### config.mk
export PLATFORM = sky130hd
export DESIGN_NAME = spi_ram_ctrl
export DESIGN_NICKNAME = d
export VERILOG_FILES = /design/src/rtl/spi_ram_ctrl.sv
export SDC_FILE = /design/constraint.sdc
export NUM_CORES = 1
export LEC_CHECK = 0
export ABC_CLOCK_PERIOD_IN_PS = 3850
export BUFFER_PORTS_ARGS = -buffer_cell sky130_fd_sc_hd__buf_4
export CAP_MARGIN = 20
export CELL_PAD_IN_SITES_DETAIL_PLACEMENT = 2
export CELL_PAD_IN_SITES_GLOBAL_PLACEMENT = 2
export CORE_MARGIN = 4
export CORE_UTILIZATION = 34
export CTS_BUF_LIST = sky130_fd_sc_hd__clkbuf_8
export DETAILED_ROUTE_END_ITERATION = 6
export GPL_TIMING_DRIVEN = 0
export PLACE_DENSITY = 0.84
export SLEW_MARGIN = 20
export SYNTH_ARGS = -nofsm -noshare
export SYNTH_HDL_FRONTEND = slang
export SYNTH_SLANG_ARGS = --single-unit
### constraint.sdc
create_clock -name clk -period 3.85 [get_ports clk]
set_input_delay 0.9625 -clock clk [delete_from_list [all_inputs] [get_ports clk]]
set_output_delay 0.9625 -clock clk [all_outputs]
set_load 0.01 [all_outputs]
### src/rtl/spi_ram_ctrl.sv
// spi_ram_ctrl: turns SPI frames into address loads and memory accesses,
// returns read data to the slave and recovers from a silent memory.
module spi_ram_ctrl #(
    parameter int ADDR_W   = 8,
    parameter int DATA_W   = 8,
    parameter int AUTO_INC = 0,
    parameter int TIMEOUT  = 16
) (
    input  logic              clk,
    input  logic              rst,
    input  logic              rx_valid,
    input  logic [9:0]        rx_data,
    output logic              tx_valid,
    output logic [DATA_W-1:0] tx_data,
    output logic              mem_req,
    output logic              mem_we,
    output logic [ADDR_W-1:0] mem_addr,
    output logic [DATA_W-1:0] mem_wdata,
    input  logic              mem_ack,
    input  logic [DATA_W-1:0] mem_rdata,
    output logic              busy,
    output logic              err
);

    localparam int CNT_W = (TIMEOUT > 1) ? $clog2(TIMEOUT) : 1;
    localparam logic [CNT_W-1:0] CNT_LAST =
        CNT_W'((TIMEOUT > 0) ? TIMEOUT - 1 : 0);

    typedef enum logic [1:0] {
        IDLE = 2'd0,
        WR   = 2'd1,
        RD   = 2'd2
    } state_t;

    state_t            state;
    logic [ADDR_W-1:0] wr_addr;
    logic [ADDR_W-1:0] rd_addr;
    logic [CNT_W-1:0]  wait_cnt;

    logic cmd_wa;
    logic cmd_wd;
    logic cmd_ra;
    logic cmd_rd;
    logic timed_out;

    assign cmd_wa = (rx_data[9:8] == 2'b00);
    assign cmd_wd = (rx_data[9:8] == 2'b01);
    assign cmd_ra = (rx_data[9:8] == 2'b10);
    assign cmd_rd = (rx_data[9:8] == 2'b11);

    // Abort at the end of the TIMEOUT-th unacknowledged request cycle.
    assign timed_out = (TIMEOUT != 0) && (wait_cnt == CNT_LAST);

    assign busy = (state != IDLE);

    always_ff @(posedge clk) begin
        if (rst) begin
            state     <= IDLE;
            wr_addr   <= '0;
            rd_addr   <= '0;
            wait_cnt  <= '0;
            tx_valid  <= 1'b0;
            tx_data   <= '0;
            mem_req   <= 1'b0;
            mem_we    <= 1'b0;
            mem_addr  <= '0;
            mem_wdata <= '0;
            err       <= 1'b0;
        end else begin
            tx_valid <= 1'b0;
            err      <= 1'b0;
            case (state)
                IDLE: begin
                    wait_cnt <= '0;
                    if (rx_valid) begin
                        unique case (1'b1)
                            cmd_wa: wr_addr <= rx_data[ADDR_W-1:0];
                            cmd_ra: rd_addr <= rx_data[ADDR_W-1:0];
                            cmd_wd: begin
                                mem_wdata <= rx_data[DATA_W-1:0];
                                mem_addr  <= wr_addr;
                                mem_we    <= 1'b1;
                                mem_req   <= 1'b1;
                                state     <= WR;
                            end
                            cmd_rd: begin
                                mem_addr <= rd_addr;
                                mem_we   <= 1'b0;
                                mem_req  <= 1'b1;
                                state    <= RD;
                            end
                        endcase
                    end
                end
                WR, RD: begin
                    if (rx_valid) begin
                        err <= 1'b1;
                    end
                    if (mem_ack) begin
                        mem_req  <= 1'b0;
                        wait_cnt <= '0;
                        state    <= IDLE;
                        if (state == RD) begin
                            tx_data  <= mem_rdata;
                            tx_valid <= 1'b1;
                            if (AUTO_INC != 0) begin
                                rd_addr <= rd_addr + ADDR_W'(1);
                            end
                        end else if (AUTO_INC != 0) begin
                            wr_addr <= wr_addr + ADDR_W'(1);
                        end
                    end else if (timed_out) begin
                        mem_req  <= 1'b0;
                        err      <= 1'b1;
                        wait_cnt <= '0;
                        state    <= IDLE;
                    end else begin
                        wait_cnt <= wait_cnt + CNT_W'(1);
                    end
                end
                default: begin
                    mem_req <= 1'b0;
                    state   <= IDLE;
                end
            endcase
        end
    end

endmodule

==> results.json <==
{
  "p_per_area_nw_per_um2": 409,
  "synth_seq_area_share_pct": 49.3,
  "finalCritPeriodShare_pct": 58.4,
  "setup_repair_after_global_routing_missed_its_margin": "no",
  "cts_made_buffers": 5,
  "cts_max_level": 2,
  "slew_headroom_pct": 62.8,
  "antenna_violations_before_repair": 0,
  "reg2reg_slack_ps": 2180,
  "finalPower_mw": 1.06,
  "place_worst_setup_slack_ps": 1620,
  "setup_tns_ps": 0,
  "cp-startpoint": "state[0]",
  "synthesis.nets": 262,
  "diodes": 0,
  "vdd_drop_max_mv": 0.157,
  "run_status": "completed",
  "fillCellCount": 636,
  "slew_viol_final": 0,
  "via_count": 1861,
  "hold_slack_ps": 466,
  "cp.arrival_ps": 1290,
  "setup_viol": 0,
  "place.gp.congestion": 0.731,
  "regToRegStartpoint": "state[0]",
  "criticalPathCategory": "reg2out",
  "synthXorXnorAreaFrac_pct": 0,
  "drt_iter0_drc": 42,
  "ys_ff_latch": 50,
  "top_level_ports": 51,
  "buffers_inserted_during_post_cts_setup_optimization": 0,
  "floorplan.initialDensity_pct": 36.0,
  "die_area_sq_um": 7280,
  "synth.area.mux_share_pct": 3.94,
  "num-nets-final": 317,
  "synth_warnings": 0,
  "row_count": 27,
  "cp_data_required_time_ps": 2890,
  "clock.fmax_ghz": 0.445,
  "finalClockSkew_ps": 4.04,
  "dpl.cell_count": 356,
  "leakage_component_of_the_power_nw": 0.997,
  "pin_count_of_the_biggest_net_entering_global_routing": 15,
  "worstMarginPinSlew_ps": 558,
  "detailedRoute.firstPassIterationCount": 4,
  "critPathMaxFanout": 8,
  "grt_remaining_overflow": 0,
  "finalCriticalPeriod_ps": 2250,
  "finalInstanceArea_sq_um": 2590,
  "largest_family_of_logic_cells_by_synthesized_area": "simple AND/OR/NAND/NOR gates",
  "drc": 0,
  "clock_path_buffers": 2,
  "global_route_wire_length_before_repair_um": 10200,
  "drt_wl_total_um": 6340,
  "drt-vias-per-instance": 5.13,
  "detailed_place.area_sq_um": 2480,
  "synth.lib_cells_used.distinct": 33,
  "core_area_sq_um": 5640,
  "vias_in_the_first_global_route": 2018,
  "post_synth.cell_area_avg_sq_um": 8.61,
  "postCtsResizedCells": 0,
  "holdBufCountCts": 0,
  "tritoncts": "done",
  "buffer_ports.inserted": 48,
  "syn_area_sq_um": 2030,
  "final-hold-violation-count": 0,
  "clock_sink_count": 50,
  "fin_ws_ps": 1600,
  "synth_cells": 236,
  "layout-area-overhead-vs-synth_pct": 27.7,
  "synth_simple_gate_area_share_pct": 25.7,
  "reported_max_cap_violation_count": 0,
  "finalCoreUtilization_pct": 46.0,
  "die-width_um": 85.3,
  "crit_path_launch_type": "flip-flop",
  "kind_of_path_behind_the_tightest_hold_check": "reg2reg",
  "clkSlewWorstSetupHoldPaths_ps": 90,
  "cts_root_buffer": "sky130_fd_sc_hd__clkbuf_8",
  "synth-adder-area-share_pct": 2.46,
  "routed_wire_length_per_instance_um": 17.5,
  "ant_nets": 0,
  "die_y_um": 85.3,
  "finish.cell_count_without_fillers": 363,
  "nature_of_the_critical_path_endpoint": "output port",
  "final_layout_size_suffix_gt1_share_pct": 23.4,
  "synth_compound_gate_area_share_pct": 13.9,
  "global_route.usage.total_pct": 17.9,
  "dp_hpwl_um": 4710,
  "clk_latency_ps": 310,
  "min-delay-start": "tx_data[6]"
}
[state kept, by name, indices dropped and copies added, names as in the netlist]
signal and cells:
tx_data 8, mem_addr 8, err 1, mem_wdata 8, mem_req 1, mem_we 1, state 2, rd_addr 8
wr_addr 8, tx_valid 1, wait_cnt 4
[area by class of cell]
cell class                 count  area (sq um)  area share, %
sequential                    50          1000           38.6
tap                           72          90.1           3.47
multi-input combinational    166           935           36.0
clock buffer                   6          82.6           3.18
timing repair buffer          48           360           13.9
clock inverter                 1          30.0           1.16
buffer                        17          85.1           3.28
inverter                       3          11.3          0.434
[report_power, final]
part | internal, mW | total (mW) | switching (mW) | leakage, nW
combinational | 0.0575 | 0.130 | 0.0721 | 0.534
clock | 0.208 | 0.386 | 0.177 | 0.0573
sequential | 0.536 | 0.547 | 0.0117 | 0.406
[Yosys cell counts (all sizes together)]
library cell | number | share of area (%)
a21boi | 1 | 0.37
a21oi | 29 | 7.1
a311oi | 8 | 4.1
a31oi | 2 | 0.62
and3 | 2 | 0.62
and3b | 1 | 0.43
and4b | 2 | 0.99
and4bb | 1 | 0.62
buf | 8 | 2.5
clkbuf | 9 | 1.7
dfxtp | 50 | 49
ha | 4 | 2.5
inv | 3 | 0.55
mux2i | 8 | 3.9
nand2 | 54 | 10
nand2b | 3 | 1.3
nand3 | 19 | 4.7
nand3b | 1 | 0.37
nand4 | 1 | 0.31
nand4b | 2 | 0.86
nor2 | 16 | 3.0
nor2b | 1 | 0.31
nor3b | 2 | 0.74
o21ai | 2 | 0.49
o21bai | 1 | 0.37
o32ai | 2 | 0.86
or2 | 1 | 0.31
or4 | 2 | 0.74
or4b | 1 | 0.49
[logic make-up after synthesis]
group,Yosys count
AO/OA/AOI/OAI,45
adder cells (fa/ha/maj),4
AND/OR/NAND/NOR,109
buffers and inverters,20
multiplexers,8
flip-flops,50
[cells in the final DEF (no fill, tap or decap), types with 2 or more instances in the layout]
master / count
sky130_fd_sc_hd__a311oi_2: 2
sky130_fd_sc_hd__and4b_1: 2
sky130_fd_sc_hd__nand4b_1: 2
sky130_fd_sc_hd__or4_1: 2
sky130_fd_sc_hd__a31oi_1: 2
sky130_fd_sc_hd__mux2i_1: 8
sky130_fd_sc_hd__a21oi_1: 29
sky130_fd_sc_hd__clkbuf_1: 9
sky130_fd_sc_hd__nor2_1: 16
sky130_fd_sc_hd__buf_4: 50
sky130_fd_sc_hd__nand2b_1: 2
sky130_fd_sc_hd__nand3_1: 19
sky130_fd_sc_hd__nand2_1: 54
sky130_fd_sc_hd__o32ai_1: 2
sky130_fd_sc_hd__and3_1: 2
sky130_fd_sc_hd__dfxtp_1: 50
sky130_fd_sc_hd__a311oi_1: 6
sky130_fd_sc_hd__inv_1: 3
sky130_fd_sc_hd__clkbuf_8: 6
sky130_fd_sc_hd__nor3b_1: 2
sky130_fd_sc_hd__buf_2: 5
sky130_fd_sc_hd__o21ai_0: 2
sky130_fd_sc_hd__ha_1: 4
[critical path, cell delays in order (launching register included)]
cell and delay [ps]:
sky130_fd_sc_hd__dfxtp_1 350, sky130_fd_sc_hd__inv_1 80, sky130_fd_sc_hd__ha_1 210, sky130_fd_sc_hd__buf_2 170, sky130_fd_sc_hd__inv_1 60, sky130_fd_sc_hd__buf_4 110
[metal layers]
| layer | part of all wire [%] | vias to the layer above | track usage (%) |
|---|---|---|---|
| li1 | - | 919 | - |
| met1 | 44 | 900 | 21.9 |
| met2 | 51 | 35 | 31.4 |
| met3 | 3.0 | 7 | 2.23 |
| met4 | 1.6 | 0 | 7.34 |
| met5 | 0 | - | 0 |
[worst paths after layout]
kind                     end  depth (start not counted)
setup reg to reg    state[1]                          7
setup / recovery        busy                          5
hold / removal    tx_data[6]                          2
hold reg to reg   tx_data[6]                          2
(Power assumes the default switching activity.)
